===== src/rtl/alu_mul_sequencer_if.sv =====
// Bundle between the multiply sequencer and the execute stage: request/result
// handshake plus the ALU operand/operation lines the sequencer owns while busy.
interface alu_mul_sequencer_if #(
  parameter int DATA_WIDTH = 32
);
  logic                  start;
  logic [DATA_WIDTH-1:0] op_a;
  logic [DATA_WIDTH-1:0] op_b;
  logic [DATA_WIDTH-1:0] alu_result;
  logic                  alu_zero;
  logic [3:0]            alu_operation;
  logic [DATA_WIDTH-1:0] alu_a;
  logic [DATA_WIDTH-1:0] alu_b;
  logic                  busy;
  logic                  done;
  logic [DATA_WIDTH-1:0] product;

  // Execute-stage side: issues requests and returns the ALU's answers.
  modport master (
    output start, op_a, op_b, alu_result, alu_zero,
    input  alu_operation, alu_a, alu_b, busy, done, product
  );

  modport slave (
    input  start, op_a, op_b, alu_result, alu_zero,
    output alu_operation, alu_a, alu_b, busy, done, product
  );
endinterface


===== src/rtl/alu_mul_sequencer.sv =====
// Shift-add 32x32 multiplier (low 32 bits) that borrows the shared ALU for
// every add and shift; the datapath hands the ALU to this block while busy.
module alu_mul_sequencer #(
  parameter int DATA_WIDTH = 32,
  parameter bit EARLY_EXIT = 1'b1
) (
  input logic               clk,
  input logic               reset,
  alu_mul_sequencer_if.slave bus
);

  typedef enum logic [2:0] {
    S_IDLE,
    S_ADD,
    S_SHL,
    S_SHR,
    S_DONE
  } state_e;

  localparam logic [3:0]            OP_NONE   = 4'b0000;
  localparam logic [3:0]            OP_ADD    = 4'b0011;
  localparam logic [3:0]            OP_SLL    = 4'b1000;
  localparam logic [3:0]            OP_SRL    = 4'b1001;
  localparam logic [5:0]            LAST_ITER = 6'(DATA_WIDTH - 1);
  localparam logic [DATA_WIDTH-1:0] ONE       = DATA_WIDTH'(1);

  state_e                state_q;
  logic [DATA_WIDTH-1:0] mcand_q;
  logic [DATA_WIDTH-1:0] mplier_q;
  logic [DATA_WIDTH-1:0] acc_q;
  logic [DATA_WIDTH-1:0] product_q;
  logic [5:0]            iter_q;
  logic                  busy_q;
  logic                  done_q;
  logic                  last_iter;

  // The shifted multiplier comes straight back from the ALU, so its Zero flag
  // tells us the remaining bits are all clear without a separate compare.
  assign last_iter = EARLY_EXIT ? bus.alu_zero : (iter_q == LAST_ITER);

  // NOTE: every variable driven here gets a default first, so no latch is inferred.
  always_comb begin
    bus.alu_operation = OP_NONE;
    bus.alu_a         = '0;
    bus.alu_b         = '0;
    unique case (state_q)
      S_ADD: begin
        bus.alu_operation = OP_ADD;
        bus.alu_a         = acc_q;
        bus.alu_b         = mcand_q;
      end
      S_SHL: begin
        bus.alu_operation = OP_SLL;
        bus.alu_a         = mcand_q;
        bus.alu_b         = ONE;
      end
      S_SHR: begin
        bus.alu_operation = OP_SRL;
        bus.alu_a         = mplier_q;
        bus.alu_b         = ONE;
      end
      default: ;
    endcase
  end

  // NOTE: sequential state uses non-blocking assignments so all registers update together.
  always_ff @(posedge clk) begin
    if (!reset) begin
      state_q   <= S_IDLE;
      mcand_q   <= '0;
      mplier_q  <= '0;
      acc_q     <= '0;
      product_q <= '0;
      iter_q    <= '0;
      busy_q    <= 1'b0;
      done_q    <= 1'b0;
    end else begin
      done_q <= 1'b0;
      unique case (state_q)
        S_IDLE: begin
          if (bus.start) begin
            mcand_q  <= bus.op_a;
            mplier_q <= bus.op_b;
            acc_q    <= '0;
            iter_q   <= '0;
            busy_q   <= 1'b1;
            if (EARLY_EXIT && (bus.op_b == '0)) begin
              state_q   <= S_DONE;
              done_q    <= 1'b1;
              product_q <= '0;
            end else if (bus.op_b[0]) begin
              state_q <= S_ADD;
            end else begin
              state_q <= S_SHL;
            end
          end
        end
        S_ADD: begin
          acc_q   <= bus.alu_result;
          state_q <= S_SHL;
        end
        S_SHL: begin
          mcand_q <= bus.alu_result;
          state_q <= S_SHR;
        end
        S_SHR: begin
          mplier_q <= bus.alu_result;
          iter_q   <= iter_q + 6'd1;
          if (last_iter) begin
            state_q   <= S_DONE;
            done_q    <= 1'b1;
            product_q <= acc_q;
          end else if (bus.alu_result[0]) begin
            state_q <= S_ADD;
          end else begin
            state_q <= S_SHL;
          end
        end
        S_DONE: begin
          busy_q  <= 1'b0;
          state_q <= S_IDLE;
        end
        default: begin
          busy_q  <= 1'b0;
          state_q <= S_IDLE;
        end
      endcase
    end
  end

  assign bus.busy    = busy_q;
  assign bus.done    = done_q;
  assign bus.product = product_q;

endmodule

===== src/flat_wrapper.sv =====
// flat-port wrapper written by rule: the top's interface ports become plain ports
module alu_mul_sequencer_flat 
#(
  parameter int DATA_WIDTH = 32,
  parameter bit EARLY_EXIT = 1'b1
)
  (clk, reset, bus_start, bus_op_a, bus_op_b, bus_alu_result, bus_alu_zero, bus_alu_operation, bus_alu_a, bus_alu_b, bus_busy, bus_done, bus_product);
  alu_mul_sequencer_if #(.DATA_WIDTH(DATA_WIDTH)) bus_i ();
  input logic clk;
  input logic reset;
  input wire logic [$bits(bus_i.start)-1:0] bus_start;
  input wire logic [$bits(bus_i.op_a)-1:0] bus_op_a;
  input wire logic [$bits(bus_i.op_b)-1:0] bus_op_b;
  input wire logic [$bits(bus_i.alu_result)-1:0] bus_alu_result;
  input wire logic [$bits(bus_i.alu_zero)-1:0] bus_alu_zero;
  output wire logic [$bits(bus_i.alu_operation)-1:0] bus_alu_operation;
  output wire logic [$bits(bus_i.alu_a)-1:0] bus_alu_a;
  output wire logic [$bits(bus_i.alu_b)-1:0] bus_alu_b;
  output wire logic [$bits(bus_i.busy)-1:0] bus_busy;
  output wire logic [$bits(bus_i.done)-1:0] bus_done;
  output wire logic [$bits(bus_i.product)-1:0] bus_product;
  assign bus_i.start = bus_start;
  assign bus_i.op_a = bus_op_a;
  assign bus_i.op_b = bus_op_b;
  assign bus_i.alu_result = bus_alu_result;
  assign bus_i.alu_zero = bus_alu_zero;
  assign bus_alu_operation = bus_i.alu_operation;
  assign bus_alu_a = bus_i.alu_a;
  assign bus_alu_b = bus_i.alu_b;
  assign bus_busy = bus_i.busy;
  assign bus_done = bus_i.done;
  assign bus_product = bus_i.product;
  alu_mul_sequencer #(.DATA_WIDTH(DATA_WIDTH), .EARLY_EXIT(EARLY_EXIT)) u_core (.clk(clk), .reset(reset), .bus(bus_i));
endmodule

===== config.mk =====
export PLATFORM = sky130hd
export DESIGN_NAME = alu_mul_sequencer_flat
export DESIGN_NICKNAME = d
export VERILOG_FILES = /design/src/rtl/alu_mul_sequencer_if.sv /design/src/rtl/alu_mul_sequencer.sv /design/src/flat_wrapper.sv
export SDC_FILE = /design/constraint.sdc
export NUM_CORES = 1
export LEC_CHECK = 0
export BUFFER_PORTS_ARGS = -buffer_cell sky130_fd_sc_hd__clkbuf_2
export CORE_UTILIZATION = 25
export CTS_BUF_LIST = sky130_fd_sc_hd__clkbuf_8
export DETAILED_ROUTE_END_ITERATION = 8
export GPL_TIMING_DRIVEN = 0
export PLACE_DENSITY = 0.47
export SYNTH_ARGS = -nofsm -noshare
export SYNTH_HDL_FRONTEND = slang
export SYNTH_SLANG_ARGS = --single-unit
export TNS_END_PERCENT = 50

===== constraint.sdc =====
create_clock -name clk -period 1.9 [get_ports clk]
set_input_delay 0.19 -clock clk [delete_from_list [all_inputs] [get_ports clk]]
set_output_delay 0.19 -clock clk [all_outputs]
set_load 0.02 [all_outputs]

==> out/qor.log <==
qor: outcome.outcome complete, but fails checks
qor: outcome.violations design-rule violations, negative setup slack
qor: worst_setup_path.cp_endpoint_kind output port
qor: floorplanning.initial_standard_cell_utilization_of_the_core 25.6%
qor: logic_synthesis.yosysWarningCount 0
qor: logic_synthesis.postSynthRegisterBits 133
qor: logic_synthesis.yosysTopAreaCellShare 39.6%
qor: logic_synthesis.synth-seq-area-share 39.6%
qor: worst_setup_path.critical_path.max_fanout 6
qor: sta.timing.final.max_slew_violations 0
qor: floorplanning.dieHeight 166 µm
qor: clocking.total_number_of_clock_tree_sinks 133
qor: power_and_ir_drop.power_leakage 0.00404 µW
qor: detailed_routing.initialDrtViolationCount 593
qor: logic_synthesis.synth_top_cell_by_area sky130_fd_sc_hd__dfxtp_1
qor: layout.final_area 0.00986 mm²
qor: placed_design.place.port_buffers 199
qor: placed_design.placedInstanceArea 0.00813 mm²
qor: layout.layout.cells.non_filler 1341
qor: logic_synthesis.yosys-top-cells-area sky130_fd_sc_hd__dfxtp_1, sky130_fd_sc_hd__mux2i_1, sky130_fd_sc_hd__a22oi_1
qor: sta.period_share 108%
qor: grt.pin_count_of_the_biggest_net_entering_global_routing 17
qor: detailed_routing.routed_wire_length_per_instance 22.4 µm
qor: clocking.path_clk_slew 0.08 ns
qor: logic_synthesis.netlist_top_cells_count sky130_fd_sc_hd__nor2_1, sky130_fd_sc_hd__dfxtp_1, sky130_fd_sc_hd__a22oi_1, sky130_fd_sc_hd__mux2i_1, sky130_fd_sc_hd__clkbuf_1
qor: clocking.maximum_level_of_the_cts_h_tree 4
qor: logic_synthesis.synthSimpleGateAreaFrac 15.7%
qor: worst_setup_path.crit_slowest_cell sky130_fd_sc_hd__dfxtp_4
qor: sta.clock_skew 0.0135 ns
qor: floorplanning.dieArea 0.0275 mm²
qor: logic_synthesis.synth_enable_flop_cells 0
qor: detailed_routing.final_antenna_net_count 0
qor: logic_synthesis.synthCells 752
qor: worst_setup_path.crit_chain buf_12 > nor2b_4 > buf_12 > clkbuf_16 > a22oi_2 > nor2_2 > clkbuf_8
qor: layout.area_overhead_of_the_layout_relative_to_synthesis 46.7%
qor: logic_synthesis.synth_mux_area_share 14.9%
qor: logic_synthesis.synth_flop_cell sky130_fd_sc_hd__dfxtp_1
qor: floorplanning.core_region_area 0.0262 mm²
qor: worst_setup_path.worst_ep_required_time 1.71 ns
qor: worst_setup_path.critPathArrivalTime 1.86 ns
qor: run.max_cap_viols 0
qor: sta.post-route-worst-setup-slack -0.149 ns
qor: power_and_ir_drop.vdd_drop_max 362 µV
qor: worst_setup_path.r2r_setup_slack 0.06 ns
qor: placed_design.placer_congestion_estimate 0.841
qor: floorplanning.fp.dieW 166 µm
qor: sta.rsz_0062_raised_after_global_routing yes
qor: sta.final_hold_viol_count 0
qor: worst_setup_path.worstSetupStartpointType flip-flop
qor: sta.period_needed 2.05 ns
qor: grt.number_of_antenna_violations_at_the_first_check_in_global_routing 0
qor: detailed_routing.wirelength 30000 µm
qor: logic_synthesis.syn-num-nets 852
qor: sta.setup_viol 62
qor: clocking.clockRootBuffer sky130_fd_sc_hd__clkbuf_8
qor: logic_synthesis.synthXorXnorAreaFrac 0%
qor: logic_synthesis.post_synthesis_compound_gate_area_fraction 24.0%
qor: sta.worstMarginPinSlew 0.957 ns
qor: sta.timing.slew.headroom 36.2%
qor: placed_design.place_ws -0.727 ns
qor: grt.grt_pass1_vias 6819
qor: detailed_routing.vias 6825
qor: power_and_ir_drop.power.total 9830 µW
qor: logic_synthesis.syn_area_per_cell 8.93 µm²
qor: sta.timing.fmax 488 MHz
qor: floorplanning.core.rowCount 59
qor: clocking.worstSkewPairLatency 0.46 ns
qor: logic_synthesis.largest_family_of_logic_cells_by_synthesized_area compound AO/OA/AOI/OAI gates
qor: logic_synthesis.yosys.cell_count.top_type sky130_fd_sc_hd__nor2_1
qor: clocking.tritoncts.num_buffers 17
qor: logic_synthesis.post_synth_num_cell_types 36
qor: worst_setup_path.cpPeakStageDelay 0.43 ns
qor: grt.grt_pass1_wl 43500 µm
qor: layout.final_layout_size_suffix_gt1_share 44.7%
qor: clocking.clock_tree_from_tritoncts done
qor: logic_synthesis.synthArstFlopShare 0%
qor: clocking.cts.path.max_buffers 2
qor: power_and_ir_drop.power-per-cell-area 997 mW/mm²
qor: detailed_routing.dr.pass1.iters 7
qor: floorplanning.io-pin-count 202
qor: grt.grt_overflow_total 0
qor: grt.grtUsageTotal 21.3%
qor: worst_hold_path.holdCritPathClass in2reg
qor: logic_synthesis.syn-cell-area 0.00672 mm²
qor: detailed_routing.vias_per_cell 5.09
qor: layout.finish.net_count 1093
qor: layout.final.fill_count 2720
qor: sta.hold_ws 0.0294 ns
qor: logic_synthesis.synthAdderAreaFrac 0%
qor: detailed_routing.drcViolationCount 26
qor: placed_design.post-dp-hpwl 21000 µm
qor: worst_setup_path.crit_type reg2out
qor: placed_design.dp_cells 1286
qor: worst_setup_path.critical-path-top-cell-by-count sky130_fd_sc_hd__buf_12
[flip-flops by register name (all words and copies together), names as in the netlist]
| register | flops |
|---|---|
| u_core.state_q | 3 |
| u_core.bus.done | 1 |
| u_core.acc_q | 32 |
| u_core.bus.busy | 1 |
| u_core.bus.product | 32 |
| u_core.mcand_q | 32 |
| u_core.mplier_q | 32 |
[path summary, 6_finish.rpt]
| path | start | end | cells after the start |
|---|---|---|---|
| setup reg to reg | u_core.state_q[2] | u_core.mplier_q[5] | 7 |
| setup / recovery | u_core.state_q[1] | bus_alu_a[0] | 7 |
| hold reg to reg | u_core.bus.product[22] | u_core.bus.product[22] | 2 |
| hold / removal | bus_alu_result[9] | u_core.acc_q[9] | 3 |
[kinds of logic (layout without fill, tap and decap cells)]
family / count (synthesis) / after routing
buf+inv: 81 / 334
compound gates: 200 / 200
simple gates: 241 / 241
flops: 133 / 133
other cells: 1 / 2
mux: 96 / 96
[cells in the final DEF (no fill, tap or decap), drive strengths merged, types with 2 or more instances in the layout]
cell / Yosys / final
o21ba: 2 / 2
clkinvlp: 0 / 3
o32ai: 32 / 32
mux2: 32 / 32
bufinv: 0 / 2
a22oi: 85 / 85
inv: 1 / 3
dfxtp: 133 / 133
clkinv: 0 / 4
clkbuf: 53 / 220
nor2b: 3 / 3
mux2i: 64 / 64
a21oi: 11 / 11
and2: 31 / 31
nand2: 45 / 45
buf: 27 / 101
nor4: 8 / 8
a211oi: 64 / 64
nand4: 2 / 2
nor2: 145 / 145
[layer usage]
layer / global-route usage, % / part of all wire [%]
met5: 0 / 0
met4: 5.97 / 2.0
met3: 5.55 / 6.5
met2: 33.4 / 45
met1: 28.7 / 46
[critical path: cells and delay by family, from the launching register on]
family | cells | cell delay [ns]
flops | 1 | 0.43
simple gates | 2 | 0.29
buf+inv | 4 | 0.60
compound gates | 1 | 0.09
[power by group]
group	switching (µW)	internal, µW	total (µW)
combinational	2110	1810	3920
clock	1180	1240	2430
sequential	327	3160	3490
[what timing repair did]
action	CTS	global route
hold buffers	1	0
gates cloned	4	3
resized for setup	221	145
endpoints found under the setup margin	173	184
hold endpoints to repair	1	0
pin swaps	25	25
buffers inserted	14	6
[through the flow]
step	TNS, ns	util, %
after floorplan	0	-
after global placement	-47.33	31.0
final	-4.89	37.6
after detailed placement	-46.13	31.0
after global routing	-8.40	37.6
after CTS	-9.44	36.3
[cell type report]
type,instances,area [µm²],share of cell area [%]
Clock inverter,11,110,1.12
Antenna cell,1,2.50,0.0254
Multi-Input combinational cell,538,4030,40.9
Clock buffer,20,275,2.79
Timing Repair Buffer,225,1700,17.2
Tap cell,335,419,4.25
Inverter,1,3.75,0.0381
Buffer,77,648,6.58
Sequential cell,133,2670,27.1
Power figures use the tool's default switching activity.
